==> config.mk <==
export PLATFORM = sky130hd
export DESIGN_NAME = decode_stage
export DESIGN_NICKNAME = d
export VERILOG_FILES = /design/src/rtl/decode_pkg.sv /design/src/rtl/decode_comb.sv /design/src/rtl/decode_stage.sv
export SDC_FILE = /design/constraint.sdc
export NUM_CORES = 1
export LEC_CHECK = 0
export CAP_MARGIN = 30
export CORE_MARGIN = 4
export CORE_UTILIZATION = 60
export CTS_CLUSTER_SIZE = 40
export DETAILED_ROUTE_END_ITERATION = 6
export DONT_BUFFER_PORTS = 1
export PLACE_DENSITY_LB_ADDON = 0.15
export SKIP_CTS_REPAIR_TIMING = 1
export SLEW_MARGIN = 20
export SYNTH_ARGS = -nofsm -noshare
export SYNTH_HDL_FRONTEND = slang
export SYNTH_SLANG_ARGS = --single-unit
export TNS_END_PERCENT = 50
==> constraint.sdc <==
create_clock -name clock -period 4.8 [get_ports clock]
set_input_delay 1.2 -clock clock [delete_from_list [all_inputs] [get_ports clock]]
set_output_delay 1.2 -clock clock [all_outputs]
set_load 0.02 [all_outputs]
==> src/rtl/decode_pkg.sv <==
// Shared constants for the decode stage: opcodes, ALU ops and the control-word layout.
package decode_pkg;

  localparam logic [4:0] OP_RTYPE = 5'b00000;
  localparam logic [4:0] OP_J     = 5'b00001;
  localparam logic [4:0] OP_BNE   = 5'b00010;
  localparam logic [4:0] OP_JAL   = 5'b00011;
  localparam logic [4:0] OP_JR    = 5'b00100;
  localparam logic [4:0] OP_ADDI  = 5'b00101;
  localparam logic [4:0] OP_BLT   = 5'b00110;
  localparam logic [4:0] OP_SW    = 5'b00111;
  localparam logic [4:0] OP_LW    = 5'b01000;
  localparam logic [4:0] OP_SETX  = 5'b10101;
  localparam logic [4:0] OP_BEX   = 5'b10110;

  localparam logic [4:0] ALU_ADD = 5'b00000;
  localparam logic [4:0] ALU_SUB = 5'b00001;
  localparam logic [4:0] ALU_AND = 5'b00010;
  localparam logic [4:0] ALU_OR  = 5'b00011;
  localparam logic [4:0] ALU_SLL = 5'b00100;
  localparam logic [4:0] ALU_SRA = 5'b00101;

  localparam int unsigned CTRL_ALU_R    = 0;
  localparam int unsigned CTRL_ADDI     = 1;
  localparam int unsigned CTRL_LW       = 2;
  localparam int unsigned CTRL_SW       = 3;
  localparam int unsigned CTRL_J        = 4;
  localparam int unsigned CTRL_BNE      = 5;
  localparam int unsigned CTRL_JAL      = 6;
  localparam int unsigned CTRL_JR       = 7;
  localparam int unsigned CTRL_BLT      = 8;
  localparam int unsigned CTRL_BEX      = 9;
  localparam int unsigned CTRL_SETX     = 10;
  localparam int unsigned CTRL_ILLEGAL  = 11;
  localparam int unsigned CTRL_REG_WE   = 12;
  localparam int unsigned CTRL_USES_IMM = 13;
  localparam int unsigned N_CTRL        = 14;

  function automatic logic alu_op_legal(input logic [4:0] op);
    return (op == ALU_ADD) || (op == ALU_SUB) || (op == ALU_AND) ||
           (op == ALU_OR)  || (op == ALU_SLL) || (op == ALU_SRA);
  endfunction

endpackage

==> src/rtl/decode_comb.sv <==
// Combinational instruction decoder: fields, immediates, register addresses and control word.
module decode_comb
  import decode_pkg::*;
#(
  parameter int unsigned XLEN       = 32,
  parameter int unsigned LINK_REG   = 31,
  parameter int unsigned STATUS_REG = 30
) (
  input  logic [31:0]       instr,
  output logic [4:0]        opcode,
  output logic [4:0]        shamt,
  output logic [4:0]        aluop,
  output logic [4:0]        alu_sel,
  output logic [4:0]        rsrc_a,
  output logic [4:0]        rsrc_b,
  output logic [4:0]        rdst,
  output logic [XLEN-1:0]   imm,
  output logic [XLEN-1:0]   target,
  output logic [N_CTRL-1:0] ctrl
);

  localparam logic [4:0] LinkAddr   = 5'(LINK_REG);
  localparam logic [4:0] StatusAddr = 5'(STATUS_REG);

  logic [4:0] f_rd;
  logic [4:0] f_rs;
  logic [4:0] f_rt;
  logic       reg_we;

  assign opcode = instr[31:27];
  assign f_rd   = instr[26:22];
  assign f_rs   = instr[21:17];
  assign f_rt   = instr[16:12];
  assign shamt  = instr[11:7];
  assign aluop  = instr[6:2];
  assign imm    = {{(XLEN-17){instr[16]}}, instr[16:0]};
  assign target = {{(XLEN-27){1'b0}}, instr[26:0]};

  always_comb begin
    rsrc_a  = 5'd0;
    rsrc_b  = 5'd0;
    rdst    = 5'd0;
    alu_sel = ALU_ADD;
    reg_we  = 1'b0;
    ctrl    = '0;
    case (opcode)
      OP_RTYPE: begin
        if (alu_op_legal(aluop)) begin
          ctrl[CTRL_ALU_R] = 1'b1;
          rsrc_a  = f_rs;
          rsrc_b  = f_rt;
          rdst    = f_rd;
          alu_sel = aluop;
          reg_we  = 1'b1;
        end else begin
          ctrl[CTRL_ILLEGAL] = 1'b1;
        end
      end
      OP_ADDI: begin
        ctrl[CTRL_ADDI]     = 1'b1;
        ctrl[CTRL_USES_IMM] = 1'b1;
        rsrc_a = f_rs;
        rdst   = f_rd;
        reg_we = 1'b1;
      end
      OP_LW: begin
        ctrl[CTRL_LW]       = 1'b1;
        ctrl[CTRL_USES_IMM] = 1'b1;
        rsrc_a = f_rs;
        rdst   = f_rd;
        reg_we = 1'b1;
      end
      OP_SW: begin
        ctrl[CTRL_SW]       = 1'b1;
        ctrl[CTRL_USES_IMM] = 1'b1;
        rsrc_a = f_rs;
        rsrc_b = f_rd;
      end
      OP_BNE, OP_BLT: begin
        ctrl[CTRL_BNE] = (opcode == OP_BNE);
        ctrl[CTRL_BLT] = (opcode == OP_BLT);
        rsrc_a  = f_rd;
        rsrc_b  = f_rs;
        alu_sel = ALU_SUB;
      end
      OP_J: ctrl[CTRL_J] = 1'b1;
      OP_JAL: begin
        ctrl[CTRL_JAL] = 1'b1;
        rdst   = LinkAddr;
        reg_we = 1'b1;
      end
      OP_JR: begin
        ctrl[CTRL_JR] = 1'b1;
        rsrc_a = f_rd;
      end
      OP_BEX: begin
        ctrl[CTRL_BEX] = 1'b1;
        rsrc_a = StatusAddr;
      end
      OP_SETX: begin
        ctrl[CTRL_SETX] = 1'b1;
        rdst   = StatusAddr;
        reg_we = 1'b1;
      end
      default: ctrl[CTRL_ILLEGAL] = 1'b1;
    endcase
    // r0 is hardwired, so a write to it is dropped here rather than in the regfile.
    ctrl[CTRL_REG_WE] = reg_we && (rdst != 5'd0);
  end

endmodule

==> src/rtl/decode_stage.sv <==
// Registered decode stage with valid/ready handshake, stall and flush.
module decode_stage
  import decode_pkg::*;
#(
  parameter int unsigned XLEN       = 32,
  parameter int unsigned PC_W       = 32,
  parameter int unsigned LINK_REG   = 31,
  parameter int unsigned STATUS_REG = 30
) (
  input  logic              clock,
  input  logic              reset,
  input  logic              flush,
  input  logic              in_valid,
  output logic              in_ready,
  input  logic [31:0]       in_instr,
  input  logic [PC_W-1:0]   in_pc,
  output logic              out_valid,
  input  logic              out_ready,
  output logic [PC_W-1:0]   out_pc,
  output logic [4:0]        out_opcode,
  output logic [4:0]        out_shamt,
  output logic [4:0]        out_aluop,
  output logic [4:0]        out_alu_sel,
  output logic [4:0]        out_rsrc_a,
  output logic [4:0]        out_rsrc_b,
  output logic [4:0]        out_rdst,
  output logic [XLEN-1:0]   out_imm,
  output logic [XLEN-1:0]   out_target,
  output logic [N_CTRL-1:0] out_ctrl
);

  logic [4:0]        opcode_d;
  logic [4:0]        shamt_d;
  logic [4:0]        aluop_d;
  logic [4:0]        alu_sel_d;
  logic [4:0]        rsrc_a_d;
  logic [4:0]        rsrc_b_d;
  logic [4:0]        rdst_d;
  logic [XLEN-1:0]   imm_d;
  logic [XLEN-1:0]   target_d;
  logic [N_CTRL-1:0] ctrl_d;
  logic              accept;

  decode_comb #(
    .XLEN       (XLEN),
    .LINK_REG   (LINK_REG),
    .STATUS_REG (STATUS_REG)
  ) u_decode_comb (
    .instr   (in_instr),
    .opcode  (opcode_d),
    .shamt   (shamt_d),
    .aluop   (aluop_d),
    .alu_sel (alu_sel_d),
    .rsrc_a  (rsrc_a_d),
    .rsrc_b  (rsrc_b_d),
    .rdst    (rdst_d),
    .imm     (imm_d),
    .target  (target_d),
    .ctrl    (ctrl_d)
  );

  // flush gates in_ready, so an accept can never coincide with a flush.
  assign in_ready = !flush && (!out_valid || out_ready);
  assign accept   = in_valid && in_ready;

  always_ff @(posedge clock) begin
    if (reset) begin
      out_valid   <= 1'b0;
      out_pc      <= '0;
      out_opcode  <= '0;
      out_shamt   <= '0;
      out_aluop   <= '0;
      out_alu_sel <= '0;
      out_rsrc_a  <= '0;
      out_rsrc_b  <= '0;
      out_rdst    <= '0;
      out_imm     <= '0;
      out_target  <= '0;
      out_ctrl    <= '0;
    end else if (flush) begin
      out_valid <= 1'b0;
    end else if (accept) begin
      out_valid   <= 1'b1;
      out_pc      <= in_pc;
      out_opcode  <= opcode_d;
      out_shamt   <= shamt_d;
      out_aluop   <= aluop_d;
      out_alu_sel <= alu_sel_d;
      out_rsrc_a  <= rsrc_a_d;
      out_rsrc_b  <= rsrc_b_d;
      out_rdst    <= rdst_d;
      out_imm     <= imm_d;
      out_target  <= target_d;
      out_ctrl    <= ctrl_d;
    end else if (out_ready) begin
      out_valid <= 1'b0;
    end
  end

endmodule

==> impl_metrics.yaml, run 1 <==
pwr:
  power.leakage_nw: 1.433
  peakVddDrop_mv: 0.2098
  powerDensity_mw_per_mm2: 390.7
  fin_total_pwr_mw: 1.596
detailed_routing:
  viasPerCell: 5.767
  ant_nets: 0
  drc: 0
  vias: 3241
  avgRoutedWirePerCell_um: 18.63
  initialDrtViolationCount: 210
  routed_wl_mm: 10.47
  drt-pass1-iter-count: 4
clock_tree:
  clk_pin_slew_ns: 0.09
  clkLatencyLatePin_ns: 0.36
  cts_max_path_buffers: 2
  cts_root_buf: "clkbuf_8"
  cts.sinks: 99
  cts_buffers: 9
  tritoncts: "built"
  htreeDepth: 3
grt:
  antenna_found_initial: 0
  grt_pass1_wl_mm: 16.46
  grt_use_total_pct: 24.75
  grt_pass1_vias: 3046
  grt_overflow: 0
  grt_max_degree: 91
worst_setup_path:
  worst-path-stages: 2
  path_cells: "nor2b_1, nor2_1"
  worst-setup-path-type: "input pin to output pin"
  critical_path.slowest_cell: "nor2_1"
  cp_data_required_time_ns: 3.60
  cp_slowest_stage_delay_ns: 0.31
  crit_family: "simple AND/OR/NAND/NOR gates"
  critPathCaptureType: "output pin"
  r2r_cells: 5
  critPathLaunchType: "input pin"
  cp_num_buf_inv: 0
  critPathMaxFanout: 2
  cp_data_arrival_time_ns: 1.54
finish:
  syn_to_final_growth_pct: -3.030
  nFillCells: 665
  fin_util_pct: 60.11
  drive_above_1_share_pct: 5.794
  nets: 531
  diodes: 0
  stdcell_count: 562
synth:
  syn_inst: 528
  synth_area_per_cell_um2: 7.976
  synth_area_mm2: 0.004212
  ys_seq_area_share_pct: 47.06
  synth-seq-cells: 99
  yosys_warnings: 0
  yosysUniqueCellTypes: 44
timing:
  timing.final.crit_period_ns: 2.745
  rsz0062_at_grt: "no"
  hold_slack_ns: 0.5573
  fin_worst_skew_ns: 0.008116
  timing.final.crit_share_pct: 57.18
  hold_violations: 0
  max_freq_mhz: 364.3
  relSlewSlack_pct: 36.34
  worstMarginPinSlew_ns: 0.9550
  setup_viol: 0
  fin_setup_tns_ns: 0
  slew_viol_final: 0
die:
  fp.dieW_um: 91.78
  initial_core_util_pct: 61.99
  rows: 30
  die-area_mm2: 0.008424
  die_height_um: 91.78
  ioPinCount: 216
  core_area_mm2: 0.006794
outcome:
  outcome: "completed"
placement:
  hpwlAfterDp_mm: 7.395
  place_congestion: 0.7745
  io_buffers: 0
  dp.cells: 546
hold_path:
  hold_class: "flip-flop to flip-flop"
  holdPathStages: 2
job:
  maxCapViolations: 0
sequential cells by signal (all words and copies together), names as in the netlist:
register,cells
out_rsrc_b,5
out_pc,32
out_imm,8
out_shamt,4
out_rdst,5
out_aluop,4
out_alu_sel,5
out_ctrl,14
out_opcode,5
out_target,11
out_rsrc_a,5
out_valid,1
metrics by stage:
stage          instance area [µm²]  setup slack, ns
2_1_floorplan                 4227            2.081
3_3_place_gp                  3867            1.956
3_5_place_dp                  3867            1.876
4_1_cts                       4079            2.058
5_1_grt                       4084            2.056
6_report                      4084            2.055
placed cells by master (no fill, tap or decap), types with 2 or more instances in the layout:
master	n
o21ai_0	4
nor2b_1	4
and3_1	9
a221o_1	5
mux2i_1	2
nand4_1	2
dfxtp_1	98
a311oi_1	5
nor2_1	26
inv_1	2
clkbuf_8	12
nor3_1	5
conb_1	5
nand2b_1	2
nor3b_1	6
buf_4	2
a22o_1	5
and2_1	2
o21ai_1	5
a21oi_1	79
nand3b_1	2
a211oi_1	6
nand2_1	144
nand3_1	10
worst paths after layout:
kind	start	endpoint	slack (ns)
max	out_ready	in_ready	2.06
min	out_pc[31]	out_pc[31]	0.56
max reg2reg	out_valid	out_rdst[1]	2.66
min reg2reg	out_pc[31]	out_pc[31]	0.56
area by class of cell:
cell class	instances	area, µm²	share of cell area [%]
Sequential cell	99	1986	48.62
Clock buffer	12	165.2	4.044
Multi-Input combinational cell	347	1739	42.59
Tap cell	96	120.1	2.941
Clock inverter	3	46.29	1.134
Inverter	2	7.507	0.1838
Timing Repair Buffer	3	20.02	0.4902
cells in the mapped netlist:
cell / n / area share [%]
nand2_1: 145 / 13
or4b_1: 1 / 0.24
nand3_1: 10 / 1.2
buf_2: 3 / 0.36
a21oi_2: 1 / 0.21
nand3b_1: 2 / 0.36
o32ai_1: 1 / 0.21
conb_1: 1 / 0.089
mux2i_1: 2 / 0.48
buf_4: 47 / 8.4
buf_1: 2 / 0.18
a221o_1: 5 / 1.2
nor4b_1: 1 / 0.21
a211oi_1: 6 / 1.1
o211ai_1: 1 / 0.18
and2_1: 3 / 0.45
clkbuf_1: 31 / 2.8
buf_6: 1 / 0.27
nor2_1: 26 / 2.3
nor3b_1: 6 / 1.1
a21oi_1: 79 / 9.4
nand2b_1: 2 / 0.30
dfxtp_1: 99 / 47
and3_1: 9 / 1.3
a32oi_1: 1 / 0.21
a311oi_1: 5 / 1.0
o21ai_0: 4 / 0.48
inv_1: 2 / 0.18
a31o_2: 1 / 0.21
a311oi_2: 1 / 0.36
a221oi_1: 1 / 0.21
or3b_1: 1 / 0.21
or4_1: 1 / 0.18
a211o_1: 1 / 0.21
xnor2_1: 1 / 0.21
o311ai_2: 1 / 0.39
a21o_1: 1 / 0.18
a22o_1: 5 / 1.0
or4_4: 1 / 0.27
nand4_1: 2 / 0.30
nor2b_1: 4 / 0.59
nor3_4: 1 / 0.39
o21ai_1: 5 / 0.59
nor3_1: 5 / 0.59
metal layers:
layer	up-vias	routed length, µm	track usage [%]
met4	0	74	5.941
li1	1584	-	-
met5	-	0	0
met1	1518	3969	28.85
met3	7	1031	10.09
met2	132	5396	42.42
logic make-up (layout without fill, tap and decap cells):
| logic type | Yosys count | count (layout) | synth area share, % |
|---|---|---|---|
| XOR/XNOR | 1 | 1 | 0.2080 |
| other | 1 | 5 | 0.08904 |
| AND/OR/NAND/NOR | 220 | 220 | 22.91 |
| AO/OA/AOI/OAI | 119 | 119 | 17.14 |
| multiplexers | 2 | 2 | 0.4754 |
| buffers and inverters | 86 | 20 | 12.12 |
| flip-flops | 99 | 99 | 47.06 |
where the power goes:
group          total, mW  switching (mW)  internal (mW)
Combinational      0.101          0.0638         0.0367
Clock              0.553           0.271          0.282
Sequential         0.942          0.0889          0.853
Power figures use the tool's default switching activity.
==> run 2, diff against run 1 <==
==> constraint.sdc (replaced) <==
create_clock -name clock -period 2.7 [get_ports clock]
set_input_delay 0.675 -clock clock [delete_from_list [all_inputs] [get_ports clock]]
set_output_delay 0.675 -clock clock [all_outputs]
set_load 0.02 [all_outputs]
==> run 2 against run 1 <==
Effect of this change:
- global-route usage shrank 0.096 points
- combinational power grew 82%
- sequential power up 77%
- sequential share of layout area down 0.28 points
- clock skew down 0.00062 ns
- final area up 0.58%
- register-to-register slack lost 1.6 ns
- largest cell class unchanged
- highest routed layer unchanged
==> impl_metrics.yaml, run 2 (synthesis results as in run 1) <==
finish:
  largest_reg_flops: 32
  top_regs: "out_pc: 32 flops, out_ctrl: 14 flops, out_target: 11 flops"
  syn_to_final_growth_pct: -2.466
  multiInputGateArea_mm2: 0.001739
  diodes: 0
  seqCellArea_mm2: 0.001986
  top_register: "out_pc"
  nets: 534
  layout_commonest_cell: "nand2_1"
  drive_above_1_share_pct: 6.596
  layout_common_cells: "nand2_1, dfxtp_1, a21oi_1"
  nFillCells: 608
grt:
  grt_use_total_pct: 24.65
  grt_pass1_wl_mm: 16.48
  grt_overflow: 0
  antenna_found_initial: 0
  grt_max_degree: 91
  grt_pass1_vias: 3107
clock_tree:
  clk_pin_slew_ns: 0.10
  clkLatencyLatePin_ns: 0.36
  cts.sinks: 99
  cts_buffers: 9
  htreeDepth: 3
  tritoncts: "built"
  cts_root_buf: "clkbuf_8"
  cts_max_path_buffers: 2
pwr:
  fin_total_pwr_mw: 2.779
  power.leakage_nw: 1.442
  powerDensity_mw_per_mm2: 676.6
  peakVddDrop_mv: 0.3419
worst_setup_path:
  critPathMaxFanout: 18
  r2r_cells: 5
  reg2reg_setup_slack_ns: 1.09
  crit_path_end: "out_imm[27]"
  critPathCaptureType: "output pin"
  rr_startpoint: "out_valid"
  reg2reg_to: "out_rsrc_a[0]"
  worst-setup-path-type: "flip-flop to output pin"
  worst-path-stages: 0
  cp_data_required_time_ns: 2.03
  cp_data_arrival_time_ns: 1.37
  critPathLaunchType: "flip-flop"
  crit_start: "out_target[16]"
detailed_routing:
  drt-pass1-iter-count: 4
  ant_nets: 0
  avgRoutedWirePerCell_um: 18.53
  vias: 3265
  viasPerCell: 5.769
  drc: 0
  initialDrtViolationCount: 157
  routed_wl_mm: 10.49
placement:
  hpwlAfterDp_mm: 7.433
  io_buffers: 0
  place_congestion: 0.8457
timing:
  relSlewSlack_pct: 36.26
  setup_viol: 0
  rsz0062_at_grt: "no"
  worstMarginPinSlew_ns: 0.9562
  fin_setup_tns_ns: 0
  slew_viol_final: 0
  fin_worst_skew_ns: 0.007499
  max_freq_mhz: 488.0
  timing.final.crit_period_ns: 2.049
  timing.final.crit_share_pct: 75.89
  hold_violations: 0
outcome:
  outcome: "completed"
die:
  rows: 30
  fp.dieW_um: 91.78
  ioPinCount: 216
  die-area_mm2: 0.008424
  core_area_mm2: 0.006794
  die_height_um: 91.78
  initial_core_util_pct: 61.99
job:
  maxCapViolations: 0
hold_path:
  hold_class: "input pin to flip-flop"
[run 2: cell types whose count changed in the layout (fill, tap and decap cells not counted), sizes merged]
cell	before	now
buf	2	6
bufinv	1	0
clkbuf	13	12
clkinvlp	1	2
inv	2	3
[run 2: layout make-up]
| cell class | instances | area share [%] |
|---|---|---|
| Sequential cell | 99 | 48.34 |
| Clock buffer | 12 | 4.021 |
| Timing Repair Buffer | 6 | 1.401 |
| Multi-Input combinational cell | 347 | 42.34 |
| Tap cell | 96 | 2.924 |
| Inverter | 2 | 0.1828 |
| Clock inverter | 4 | 0.7920 |
[run 2: power breakdown]
part	switching [mW]	internal [mW]	total (mW)
registers	0.158	1.52	1.67
logic	0.114	0.0700	0.184
clock network	0.504	0.416	0.920
[run 2: how the worst min path moves through the flow]
stage / from / to / slack, ns / depth (start not counted)
after CTS: reset / out_target[16] / 0.36 / 1
after detailed placement: out_ctrl[7] / out_ctrl[7] / 0.54 / 2
after floorplan: out_alu_sel[1] / out_alu_sel[1] / 0.53 / 2
final: reset / out_imm[0] / 0.38 / 1
after global routing: reset / out_imm[0] / 0.35 / 1
after global placement: out_ctrl[7] / out_ctrl[7] / 0.54 / 2
[run 2: metrics by stage]
stage | instances | util [%] | worst slack (ns) | instance area [µm²] | hold slack (ns)
after floorplan | 532 | - | 0.6881 | 4227 | 0.5302
after global routing | 566 | 60.46 | 0.5862 | 4108 | 0.3516
after global placement | 550 | 57.55 | 0.5051 | 3910 | 0.5381
final | 566 | 60.46 | 0.6509 | 4108 | 0.3768
after CTS | 566 | 60.46 | 0.6329 | 4108 | 0.3572
after detailed placement | 550 | 57.55 | 0.4733 | 3910 | 0.5429
[run 2: metal layers]
metal  part of all wire, %  vias up  track usage [%]
li1                      -     1590                -
met3                   9.7       13            9.024
met1                    38     1544            29.03
met5                     0        -                0
met2                    51      118            41.14
met4                   1.7        0            9.035
==> run 3, diff against run 2 <==
==> constraint.sdc (replaced) <==
create_clock -name clock -period 2.2 [get_ports clock]
set_input_delay 0.55 -clock clock [delete_from_list [all_inputs] [get_ports clock]]
set_output_delay 0.55 -clock clock [all_outputs]
set_load 0.02 [all_outputs]
==> run 3 against run 2 <==
Effect of this change:
- cell count rose by 0.71%
- combinational power up 39%
- count of clock-buffer cells in the layout did not move
- utilization increased by 0.31 points
- register-to-register slack lost 0.42 ns
- first-iteration DRC count is 14% higher
- die area unchanged
- largest power group unchanged
==> impl_metrics.yaml, run 3 (synthesis results as in run 1) <==
die:
  ioPinCount: 216
  die-area_mm2: 0.008424
  die_height_um: 91.78
  core_area_mm2: 0.006794
  rows: 30
  initial_core_util_pct: 61.99
  fp.dieW_um: 91.78
hold_path:
  holdPathStages: 1
  hold_path_startpoint: "reset"
  hold_class: "input pin to flip-flop"
  hold_end: "out_imm[6]"
worst_setup_path:
  critical_path.slowest_cell: "dfxtp_1"
  cp_data_arrival_time_ns: 1.22
  reg2reg_setup_slack_ns: 0.67
  reg2reg_to: "out_pc[15]"
  critPathLaunchType: "flip-flop"
  r2r_cells: 5
  path_cells: "nor2b_1, nor2_1"
  worst-setup-path-type: "flip-flop to output pin"
  critPathMaxFanout: 3
  rr_startpoint: "out_valid"
  crit_start: "out_valid"
  cp_data_required_time_ns: 1.65
  critPathCaptureType: "output pin"
  cp_slowest_stage_delay_ns: 0.39
finish:
  layout_commonest_cell: "nand2_1"
  stdcell_count: 570
  top_register: "out_pc"
  diodes: 0
  drive_above_1_share_pct: 6.751
  nFillCells: 608
  nets: 538
  multiInputGateArea_mm2: 0.001739
  seqCellArea_mm2: 0.001986
  largest_reg_flops: 32
  syn_to_final_growth_pct: -1.961
  layout_common_cells: "nand2_1, dfxtp_1, a21oi_1"
  fin_util_pct: 60.77
  top_regs: "out_pc: 32 flops, out_ctrl: 14 flops, out_target: 11 flops"
detailed_routing:
  viasPerCell: 5.744
  ant_nets: 0
  drt-pass1-iter-count: 5
  initialDrtViolationCount: 179
  vias: 3274
  avgRoutedWirePerCell_um: 18.30
  routed_wl_mm: 10.43
  drc: 0
outcome:
  outcome: "completed"
placement:
  place_congestion: 0.8779
  hpwlAfterDp_mm: 7.556
  dp.cells: 554
  io_buffers: 0
pwr:
  fin_total_pwr_mw: 3.294
  power.leakage_nw: 1.452
  powerDensity_mw_per_mm2: 797.7
  peakVddDrop_mv: 0.4268
clock_tree:
  tritoncts: "built"
  htreeDepth: 3
  cts.sinks: 99
  cts_max_path_buffers: 2
  clkLatencyLatePin_ns: 0.34
  cts_buffers: 9
  cts_root_buf: "clkbuf_8"
  clk_pin_slew_ns: 0.09
grt:
  grt_pass1_vias: 3064
  grt-busiest-layer: "met2"
  use_met1_pct: 28.96
  grt_pass1_wl_mm: 16.35
  antenna_found_initial: 0
  grt_overflow: 0
  grt_use_total_pct: 24.23
  met3_usage_pct: 7.793
  grt_max_degree: 91
  use_met2_pct: 41.75
timing:
  relSlewSlack_pct: 56.18
  setup_viol: 0
  max_freq_mhz: 564.1
  fin_worst_skew_ns: 0.008747
  timing.final.crit_period_ns: 1.773
  rsz0062_at_grt: "no"
  hold_violations: 0
  timing.final.crit_share_pct: 80.57
  worstMarginPinSlew_ns: 0.6564
  fin_setup_tns_ns: 0
  slew_viol_final: 0
job:
  maxCapViolations: 0
run 3: cell count changes in the layout (fill, tap and decap cells not counted):
cell and delta:
clkbuf_1 +3, inv_6 -1, clkinv_2 +1, buf_4 +2, buf_12 +2, clkbuf_8 -3
run 3: layer usage:
layer / wire (µm) / share of wire (%) / up-vias
met4: 99 / 0.95 / 0
met2: 5393 / 52 / 137
met5: 0 / 0 / -
li1: - / - / 1596
met1: 3917 / 38 / 1531
met3: 1021 / 9.8 / 10
run 3: final cells by class:
type	count	share of cell area, %
clock inverter	4	0.6970
inverter	2	0.1818
tap	96	2.909
clock buffer	12	3.273
timing repair buffer	10	2.727
multi-input combinational	347	42.12
sequential	99	48.09
run 3: worst max path at each step:
stage | slack [ns] | end
after global placement | 0.23 | out_alu_sel[0]
final | 0.43 | in_ready
after CTS | 0.41 | in_ready
after global routing | 0.38 | in_ready
after detailed placement | 0.21 | out_alu_sel[0]
after floorplan | 0.31 | out_rsrc_a[1]
run 3: where the power goes:
part           switching [mW]  internal, mW
Sequential              0.172          1.86
Clock                   0.590         0.413
Combinational           0.163        0.0937
run 3: through the flow:
step	cell area [µm²]	worst slack, ns	hold slack (ns)
2_1_floorplan	4227	0.3131	0.5302
3_3_place_gp	3965	0.2297	0.4740
3_5_place_dp	3965	0.2138	0.4760
4_1_cts	4129	0.4079	0.2412
5_1_grt	4129	0.3752	0.2407
6_report	4129	0.4274	0.2669
run 3: worst max-delay path, delay by kind of cell, from the launching register on:
family	cells	cell delay [ns]
simple gates	2	0.49
flops	1	0.39
